[src/rtl/axi_burst_shim.sv]
// axi_burst_shim: turns a cache-line write/read request interface into AXI bursts.
// Writes issue AW and W together and track both handshakes independently. The requester
// gets one grant pulse once AW and the last W beat have both been accepted.
// Reads and write responses are combinational pass-throughs with no buffering.
// Optional feature: define AXI_BURST_SHIM_WR_LIMIT_EN to cap granted-but-unacknowledged
// writes at MaxWrOutstanding. New writes stall in idle while the cap is reached.

package ariane_axi;
    localparam int unsigned AddrWidth = 64;
    localparam int unsigned DataWidth = 64;
    localparam int unsigned IdWidth   = 4;
    localparam int unsigned UserWidth = 1;

    typedef struct packed {
        logic [IdWidth-1:0]   id;
        logic [AddrWidth-1:0] addr;
        logic [7:0]           len;
        logic [2:0]           size;
        logic [1:0]           burst;
        logic                 lock;
        logic [3:0]           cache;
        logic [2:0]           prot;
        logic [3:0]           qos;
        logic [3:0]           region;
        logic [5:0]           atop;
        logic [UserWidth-1:0] user;
    } aw_chan_t;

    typedef struct packed {
        logic [DataWidth-1:0]   data;
        logic [DataWidth/8-1:0] strb;
        logic                   last;
        logic [UserWidth-1:0]   user;
    } w_chan_t;

    typedef struct packed {
        logic [IdWidth-1:0]   id;
        logic [1:0]           resp;
        logic [UserWidth-1:0] user;
    } b_chan_t;

    typedef struct packed {
        logic [IdWidth-1:0]   id;
        logic [AddrWidth-1:0] addr;
        logic [7:0]           len;
        logic [2:0]           size;
        logic [1:0]           burst;
        logic                 lock;
        logic [3:0]           cache;
        logic [2:0]           prot;
        logic [3:0]           qos;
        logic [3:0]           region;
        logic [UserWidth-1:0] user;
    } ar_chan_t;

    typedef struct packed {
        logic [IdWidth-1:0]   id;
        logic [DataWidth-1:0] data;
        logic [1:0]           resp;
        logic                 last;
        logic [UserWidth-1:0] user;
    } r_chan_t;

    typedef struct packed {
        aw_chan_t aw;
        logic     aw_valid;
        w_chan_t  w;
        logic     w_valid;
        logic     b_ready;
        ar_chan_t ar;
        logic     ar_valid;
        logic     r_ready;
    } req_t;

    typedef struct packed {
        logic    aw_ready;
        logic    ar_ready;
        logic    w_ready;
        logic    b_valid;
        b_chan_t b;
        logic    r_valid;
        r_chan_t r;
    } resp_t;
endpackage

module axi_burst_shim #(
    parameter int unsigned AxiAddrWidth     = 64,
    parameter int unsigned AxiDataWidth     = 64,
    parameter int unsigned AxiNumWords      = 4,
    parameter int unsigned AxiIdWidth       = 4,
    parameter int unsigned MaxWrOutstanding = 4,
    parameter type         axi_req_t        = ariane_axi::req_t,
    parameter type         axi_resp_t       = ariane_axi::resp_t,
    localparam int unsigned BW = (AxiNumWords > 1) ? $clog2(AxiNumWords) : 1
) (
    input  logic                                         clk_i,
    input  logic                                         rst_ni,
    // write request
    input  logic                                         wr_req_i,
    output logic                                         wr_gnt_o,
    input  logic [AxiAddrWidth-1:0]                      wr_addr_i,
    input  logic [AxiNumWords-1:0][AxiDataWidth-1:0]     wr_data_i,
    input  logic [AxiNumWords-1:0][AxiDataWidth/8-1:0]   wr_be_i,
    input  logic [BW-1:0]                                wr_blen_i,
    input  logic [2:0]                                   wr_size_i,
    input  logic [AxiIdWidth-1:0]                        wr_id_i,
    input  logic                                         wr_lock_i,
    input  logic [5:0]                                   wr_atop_i,
    // write response
    input  logic                                         wr_rdy_i,
    output logic                                         wr_valid_o,
    output logic [AxiIdWidth-1:0]                        wr_id_o,
    output logic                                         wr_exokay_o,
    // read
    input  logic                                         rd_req_i,
    output logic                                         rd_gnt_o,
    input  logic [AxiAddrWidth-1:0]                      rd_addr_i,
    input  logic [BW-1:0]                                rd_blen_i,
    input  logic [2:0]                                   rd_size_i,
    input  logic [AxiIdWidth-1:0]                        rd_id_i,
    input  logic                                         rd_lock_i,
    input  logic                                         rd_instr_i,
    input  logic                                         rd_rdy_i,
    output logic                                         rd_valid_o,
    output logic                                         rd_last_o,
    output logic                                         rd_exokay_o,
    output logic [AxiDataWidth-1:0]                      rd_data_o,
    output logic [AxiIdWidth-1:0]                        rd_id_o,
    // AXI master port
    output axi_req_t                                     axi_req_o,
    input  axi_resp_t                                    axi_resp_i
);

    localparam logic [1:0] BurstFixed = 2'b00;
    localparam logic [1:0] BurstIncr  = 2'b01;
    localparam logic [1:0] RespExOkay = 2'b01;

    // StWOnly: AW accepted, W beats remain. StAwOnly: last W accepted, AW remains.
    typedef enum logic [1:0] {StIdle, StBusy, StWOnly, StAwOnly} wr_state_e;

    wr_state_e     state_q, state_d;
    logic [BW-1:0] cnt_q, cnt_d;
    logic          aw_valid, w_valid, w_last, gnt, stall;
    logic          aw_done, w_done;

    assign w_last = (cnt_q == wr_blen_i);

`ifdef AXI_BURST_SHIM_WR_LIMIT_EN
    localparam int unsigned OutW = $clog2(MaxWrOutstanding + 1);

    logic [OutW-1:0] out_q, out_d;
    logic            b_hs;

    assign b_hs  = axi_resp_i.b_valid & wr_rdy_i;
    assign stall = (out_q == OutW'(MaxWrOutstanding));

    // Outstanding count: grant adds, B handshake removes, never below zero
    always_comb begin
        out_d = out_q;
        if (gnt && !b_hs) begin
            out_d = out_q + 1'b1;
        end else if (!gnt && b_hs && (out_q != '0)) begin
            out_d = out_q - 1'b1;
        end
    end

    // Outstanding counter register
    always_ff @(posedge clk_i or negedge rst_ni) begin
        if (!rst_ni) begin
            out_q <= '0;
        end else begin
            out_q <= out_d;
        end
    end
`else
    assign stall = 1'b0;
`endif

    // Write FSM next state, channel valids, grant and beat counter
    always_comb begin
        state_d  = state_q;
        cnt_d    = cnt_q;
        aw_valid = 1'b0;
        w_valid  = 1'b0;
        gnt      = 1'b0;

        unique case (state_q)
            // Reset gating keeps both valids low while rst_ni is held, even with a live request
            StIdle: begin
                if (wr_req_i && !stall && rst_ni) begin
                    aw_valid = 1'b1;
                    w_valid  = 1'b1;
                end
            end
            StBusy: begin
                aw_valid = 1'b1;
                w_valid  = 1'b1;
            end
            StWOnly:  w_valid  = 1'b1;
            StAwOnly: aw_valid = 1'b1;
        endcase

        aw_done = (aw_valid & axi_resp_i.aw_ready) | (state_q == StWOnly);
        w_done  = (w_valid & axi_resp_i.w_ready & w_last) | (state_q == StAwOnly);

        if (aw_valid || w_valid) begin
            if (aw_done && w_done) begin
                gnt     = 1'b1;
                state_d = StIdle;
            end else if (aw_done) begin
                state_d = StWOnly;
            end else if (w_done) begin
                state_d = StAwOnly;
            end else begin
                state_d = StBusy;
            end
        end

        if (w_valid && axi_resp_i.w_ready) begin
            cnt_d = w_last ? '0 : cnt_q + 1'b1;
        end
    end

    // Write FSM and beat counter registers
    always_ff @(posedge clk_i or negedge rst_ni) begin
        if (!rst_ni) begin
            state_q <= StIdle;
            cnt_q   <= '0;
        end else begin
            state_q <= state_d;
            cnt_q   <= cnt_d;
        end
    end

    assign wr_gnt_o = gnt;

    // AXI request assembly; unused attributes (cache, qos, region, user) stay zero
    always_comb begin
        axi_req_o          = '0;
        axi_req_o.aw.id    = wr_id_i;
        axi_req_o.aw.addr  = wr_addr_i;
        axi_req_o.aw.len   = 8'(wr_blen_i);
        axi_req_o.aw.size  = wr_size_i;
        axi_req_o.aw.burst = (wr_blen_i == '0) ? BurstFixed : BurstIncr;
        axi_req_o.aw.lock  = wr_lock_i;
        axi_req_o.aw.atop  = wr_atop_i;
        axi_req_o.aw_valid = aw_valid;
        axi_req_o.w.data   = wr_data_i[cnt_q];
        axi_req_o.w.strb   = wr_be_i[cnt_q];
        axi_req_o.w.last   = w_last;
        axi_req_o.w_valid  = w_valid;
        axi_req_o.b_ready  = wr_rdy_i;
        axi_req_o.ar.id    = rd_id_i;
        axi_req_o.ar.addr  = rd_addr_i;
        axi_req_o.ar.len   = 8'(rd_blen_i);
        axi_req_o.ar.size  = rd_size_i;
        axi_req_o.ar.burst = (rd_blen_i == '0) ? BurstFixed : BurstIncr;
        axi_req_o.ar.lock  = rd_lock_i;
        axi_req_o.ar.prot  = {rd_instr_i, 2'b00};
        axi_req_o.ar_valid = rd_req_i;
        axi_req_o.r_ready  = rd_rdy_i;
    end

    assign wr_valid_o  = axi_resp_i.b_valid;
    assign wr_id_o     = axi_resp_i.b.id;
    assign wr_exokay_o = (axi_resp_i.b.resp == RespExOkay);

    assign rd_gnt_o    = rd_req_i & axi_resp_i.ar_ready;
    assign rd_valid_o  = axi_resp_i.r_valid;
    assign rd_last_o   = axi_resp_i.r.last;
    assign rd_data_o   = axi_resp_i.r.data;
    assign rd_id_o     = axi_resp_i.r.id;
    assign rd_exokay_o = (axi_resp_i.r.resp == RespExOkay);

    // User fields and the limit parameter are intentionally not consumed in every build
    logic unused_cfg;
    assign unused_cfg = ^{axi_resp_i.b.user, axi_resp_i.r.user, (MaxWrOutstanding == 0)};

endmodule

[config.mk]
export PLATFORM = sky130hd
export DESIGN_NAME = axi_burst_shim
export DESIGN_NICKNAME = d
export VERILOG_FILES = /design/src/rtl/axi_burst_shim.sv
export SDC_FILE = /design/constraint.sdc
export NUM_CORES = 1
export LEC_CHECK = 0
export CORE_AREA = 2 2 349 351
export CTS_CLUSTER_SIZE = 25
export DETAILED_ROUTE_END_ITERATION = 10
export DIE_AREA = 0 0 351 353
export MAX_ROUTING_LAYER = met4
export PLACE_DENSITY = 0.3
export SLEW_MARGIN = 20
export SYNTH_ARGS = -nofsm -noshare
export SYNTH_HDL_FRONTEND = slang
export SYNTH_SLANG_ARGS = --single-unit
[constraint.sdc]
create_clock -name clk_i -period 3.2 [get_ports clk_i]
set_input_delay 0.8 -clock clk_i [delete_from_list [all_inputs] [get_ports clk_i]]
set_output_delay 0.8 -clock clk_i [all_outputs]
set_load 0.1 [all_outputs]
**Word level (Yosys, flattened, before mapping)**

Index checks and enable logic that the tools add are counted.

- Flip-flop bits (word level): 4
- Latch bits: 0
- Bits in writable memories: 0
- Memory bits (read-only): 0
- Input bits: 533
- Memories: 0

- Add/subtract/negate cells: 1
- Multipliers: 0
- Div/mod/pow operators: 0
- Magnitude comparators: 1
- Eq/ne operators: 6
- Shift-type cells: 0
- Muxes and demuxes: 15
- Bitwise logic cells: 6
- Reductions and logical operators: 9

Operator list:

| kind | number |
|---|---|
| $bmux W64 S2 | 1 |
| $mux W64 | 1 |
| $bmux W8 S2 | 1 |
| $mux W2 | 4 |
| $mux W8 | 1 |
| $eq A2 B1 Y1 const B | 3 |
| $logic_not A2 Y1 | 3 |
| $mux W1 | 5 |
| $and A1 B1 Y1 | 4 |
| $eq A2 B2 Y1 const B | 2 |
| $pmux W1 S2 | 2 |
| $reduce_or A2 Y1 | 2 |
| $logic_and A1 B1 Y1 | 3 |
| $lt A2 B3 Y1 const B | 1 |
| $add A2 B1 Y2 const B | 1 |
| $eq A2 B2 Y1 | 1 |
| $or A1 B1 Y1 | 2 |
| $logic_or A1 B1 Y1 | 1 |

**Depth between registers and ports, before layout**

- Depth in word-level cells: 9
- Mapped depth: 8
- Depth with buffers taken out: 8

**Worst setup path after synthesis**

Ideal clock, no wire load.

- Path kind: input to output
- Start point: input wr_req_i
- End point: output wr_gnt_o
- Arrival: 2220 ps
- Data required time: 2400 ps
- Slack: 180 ps
- Stages on the path: 5
- Buffers on the path: 0
- Path through: a31oi_1 -> nor3b_1 -> a21o_1 -> ha_1 -> and2_1

- Cells in the longest elaborated chain, start to end: 9
- Elaborated cells on any way between the ends: 13
- Those cells by class: mux (5); bitwise (5); reduce/logical (3)

Ends and longest elaborated chain:

| element | line | source |
|---|---|---|
| from (decl) | 99 | `input logic wr_req_i,` |
| $logic_and A1 B1 Y1 (*) | 190 | `if (wr_req_i && !stall && rst_ni) begin` |
| $mux W1 (*) | 190 |  |
| $pmux W1 S2 | 187 | `unique case (state_q)` |
| $and A1 B1 Y1 (2 in series) | 204 | `w_done = (w_valid & axi_resp_i.w_ready & w_last) \| (state_q == StAwOnly);` |
| $or A1 B1 Y1 | 204 |  |
| $logic_and A1 B1 Y1 | 207 | `if (aw_done && w_done) begin` |
| $mux W1 | 207 |  |
| $mux W1 (*) | 206 | `if (aw_valid \|\| w_valid) begin` |
| to (decl) | 100 | `output logic wr_gnt_o,` |

Mark *: on every way between the ends. The rest lies on a longest branch, timed or not.

**Worst setup path after layout**

- Start point: input rst_ni
- End point: output wr_gnt_o

- Cells in the longest elaborated chain, start to end: 9
- Elaborated cells on any way between the ends: 13
- Those cells by class: mux (5); bitwise (5); reduce/logical (3)

Ends and longest elaborated chain:

| element | line | source |
|---|---|---|
| from (decl) | 97 | `input logic rst_ni,` |
| $logic_and A1 B1 Y1 (*) | 190 |  |
| $mux W1 (*) | 190 |  |
| $pmux W1 S2 | 187 |  |
| $and A1 B1 Y1 (2 in series) | 204 |  |
| $or A1 B1 Y1 | 204 |  |
| $logic_and A1 B1 Y1 | 207 |  |
| $mux W1 | 207 |  |
| $mux W1 (*) | 206 |  |

Marked as above.

==> flow_metrics.env <==
export IMPL_status="complete, no violations"
export IMPL_die_h_um=353
export IMPL_seqPwrFrac=0.017
export IMPL_reg2reg_to="state_q[1]$_DFFE_PN0P_"
export IMPL_io_buffers=388
export IMPL_worstPathCellList="clkdlybuf4s50_1 > a311oi_2 > nor2_1 > a21o_1 > ha_1 > and2_4 > buf_12"
export IMPL_dp_final_hpwl_um=43900
export IMPL_antenna_found_initial=65
export IMPL_synthTopCellsByArea="buf_4 50%, mux4_2 38%, dfrtp_1 2.3%"
export IMPL_drive_above_1_share=0.322
export IMPL_final_cell_mix="302 x clkdlybuf4s50_1, 90 x buf_12, 72 x mux4_2"
export IMPL_fin_crit_sh=0.981
export IMPL_hp_start="state_q[1]$_DFFE_PN0P_"
export IMPL_max_stage_delay_ns=0.45
export IMPL_avgSynthCellArea_um2=10.4
export IMPL_start_kind="input pin"
export IMPL_final_nets=1102
export IMPL_yosysWarnings=0
export IMPL_gr_total_overflow=0
export IMPL_cp_top_family="buffers and inverters"
export IMPL_placementRows=128
export IMPL_r2r_setup_slack_ns=1.37
export IMPL_cts_buffers=3
export IMPL_r2r_cells=8
export IMPL_switching_share=0.622
export IMPL_clk_latency_ns=0.22
export IMPL_rsz0062_at_grt="false"
export IMPL_vias=3907
export IMPL_synthToLayoutAreaGrowth_pct=116
export IMPL_critical_path_buf_inv_count=2
export IMPL_wirelength_um=46100
export IMPL_grt_pass1_wl_um=53700
export IMPL_drc_errors=0
export IMPL_grt_max_degree=43
export IMPL_viasPerCell=1.78
export IMPL_rr_startpoint="state_q[0]$_DFFE_PN0P_"
export IMPL_layout_commonest_cell="clkdlybuf4s50_1"
export IMPL_synth_seq_area_share=0.0235
export IMPL_p_switching_mw=5.77
export IMPL_period_needed_ns=3.14
export IMPL_yosysTopAreaCell="buf_4"
export IMPL_die_w_um=351
export IMPL_power_leakage_nw=2.87
export IMPL_ctsLongestPathBuffers=2
export IMPL_crit_fanout=3
export IMPL_cp_slowest_cell="clkdlybuf4s50_1"
export IMPL_cts_clk_slew_worst_paths_ns=0.03
export IMPL_cp_end_kind="primary output"
export IMPL_ys_ff_latch=4
export IMPL_finalClockSkew_ns=0.00258
export IMPL_total_power_mw=9.27
export IMPL_initial_core_util=0.0354
export IMPL_synth_top_area_frac=0.501
export IMPL_wl_met2_um=20400
export IMPL_topRoutingLayerUsed="met4"
export IMPL_synthCells=411
export IMPL_critPathKind="input pin to primary output"
export IMPL_setup_viol=0
export IMPL_antenna_left=0
export IMPL_cts_root_buf="clkbuf_16"
export IMPL_fin_area_mm2=0.00921
export IMPL_clock_sinks=4
export IMPL_worstPathRequired_ns=2.40
export IMPL_route_met3_wl_um=5770
export IMPL_clock_power_share=0.022
export IMPL_hold_buffers=0
export IMPL_min_path_cells=2
export IMPL_grt_pass1_vias=4070
export IMPL_core_area_mm2=0.121
export IMPL_wirelength_met1_um=18200
export IMPL_io_pins=893
export IMPL_finalSetupTns_ns=0
export IMPL_syn_cell_area_mm2=0.00427
export IMPL_p_comb_frac=0.962
export IMPL_grtUsageTotal=0.0722
export IMPL_routedWlPerCell_um=21.0
export IMPL_final_util=0.0764
export IMPL_maxCapViolations=0
export IMPL_die_area_mm2=0.124
export IMPL_gp_congestion=0.694
export IMPL_drt_iter0_drc=176
export IMPL_irDropWorstVdd_mv=0.536
export IMPL_first_pass_iters=4
export IMPL_p_int_mw=3.50
export IMPL_htreeDepth=1
export IMPL_cp_arrival_ns=2.34
export IMPL_maxSlewViolCount=0
export IMPL_hp_class="register to register"
export IMPL_placed_area_mm2=0.00907
export IMPL_cts_tree="done"
export IMPL_max_freq_mhz=319
export IMPL_powerDensity_mw_per_mm2=1010
export IMPL_min_to="state_q[1]$_DFFE_PN0P_"
export IMPL_yosysUniqueCellTypes=26
export IMPL_finalHoldViolations=0
[registers in the layout (all words and copies together) (netlist names)]
| name | count |
|---|---|
| cnt_q | 2 |
| state_q | 2 |
[worst register-to-register path: stages (launching register included)]
cell and delay, ns:
dfrtp_1 0.37, inv_1 0.10, ha_1 0.30, a31oi_1 0.25
nor3b_2 0.09, a21o_1 0.19, ha_1 0.26, nand2_1 0.05
o21ai_0 0.08
[cells by family after synthesis]
family	count (synthesis)	synth area share
adders and majority gates	6	0.0176
muxes	74	0.385
other	1	0.000879
AOI/OAI and AO/OA	10	0.0155
and+or+nand+nor	12	0.0155
xor gates and xnor gates	2	0.00411
buffers and inverters	302	0.538
DFF	4	0.0235
[cell type report]
type | instances | area, µm²
sequential | 4 | 108
timing repair buffer | 401 | 4890
fill | 13968 | 111000
antenna | 14 | 35.0
clock buffer | 4 | 78.8
tap | 1625 | 2030
inverter | 3 | 11.3
multi-input combinational | 150 | 2050
[stage by stage]
| stage | setup slack (ns) | std cells | hold slack, ns |
|---|---|---|---|
| 6_report | 0.0610 | 2201 | 0.664 |
| 5_1_grt | 0.00357 | 2197 | 0.726 |
| 4_1_cts | 0.0101 | 2186 | 0.682 |
| 3_5_place_dp | -0.0900 | 2181 | 0.674 |
| 3_3_place_gp | -0.149 | 2181 | 0.637 |
| 2_1_floorplan | 0.180 | 456 | 0.504 |
[Yosys cell counts, drive strengths merged]
| master | number |
|---|---|
| buf | 299 |
| mux4 | 72 |
| ha | 6 |
| dfrtp | 4 |
| inv | 3 |
| nor2 | 3 |
| o21ai | 3 |
| a21o | 2 |
| and2 | 2 |
| mux2i | 2 |
| nor2b | 2 |
| o22ai | 2 |
| or2 | 2 |
| xor2 | 2 |
| a311oi | 1 |
| a31oi | 1 |
| conb | 1 |
| nand2 | 1 |
| nand2b | 1 |
| nor3b | 1 |
| o2bb2ai | 1 |
[worst max path at each step]
stage / start / endpoint / depth (start not counted)
floorplan: wr_req_i / wr_gnt_o / 5
global placement: rst_ni / wr_gnt_o / 7
detailed placement: rst_ni / wr_gnt_o / 7
CTS: wr_req_i / wr_gnt_o / 7
global route: rst_ni / wr_gnt_o / 7
finish: rst_ni / wr_gnt_o / 7
[repair_timing]
action	in CTS	in global routing
setup buffers	1	1
pin swaps	1	2
resized for setup	2	1
cloned	0	0
endpoints found under the setup margin	1	1
[power groups by stage]
stage	Clock (mW)	Combinational [mW]	Sequential [mW]
global route	0.211	9.21	0.162
CTS	0.204	9.04	0.160
global placement	0	8.99	0.157
floorplan	0	7.16	0.0950
finish	0.201	8.91	0.156
detailed placement	0	9.01	0.161
[per-layer routing]
metal	vias to the layer above	global-route usage
met2	528	0.114
met5	-	-
met3	180	0.0310
li1	1450	-
met1	1749	0.0833
met4	0	0.0195
No activity file was read; power rests on OpenSTA's default activity.
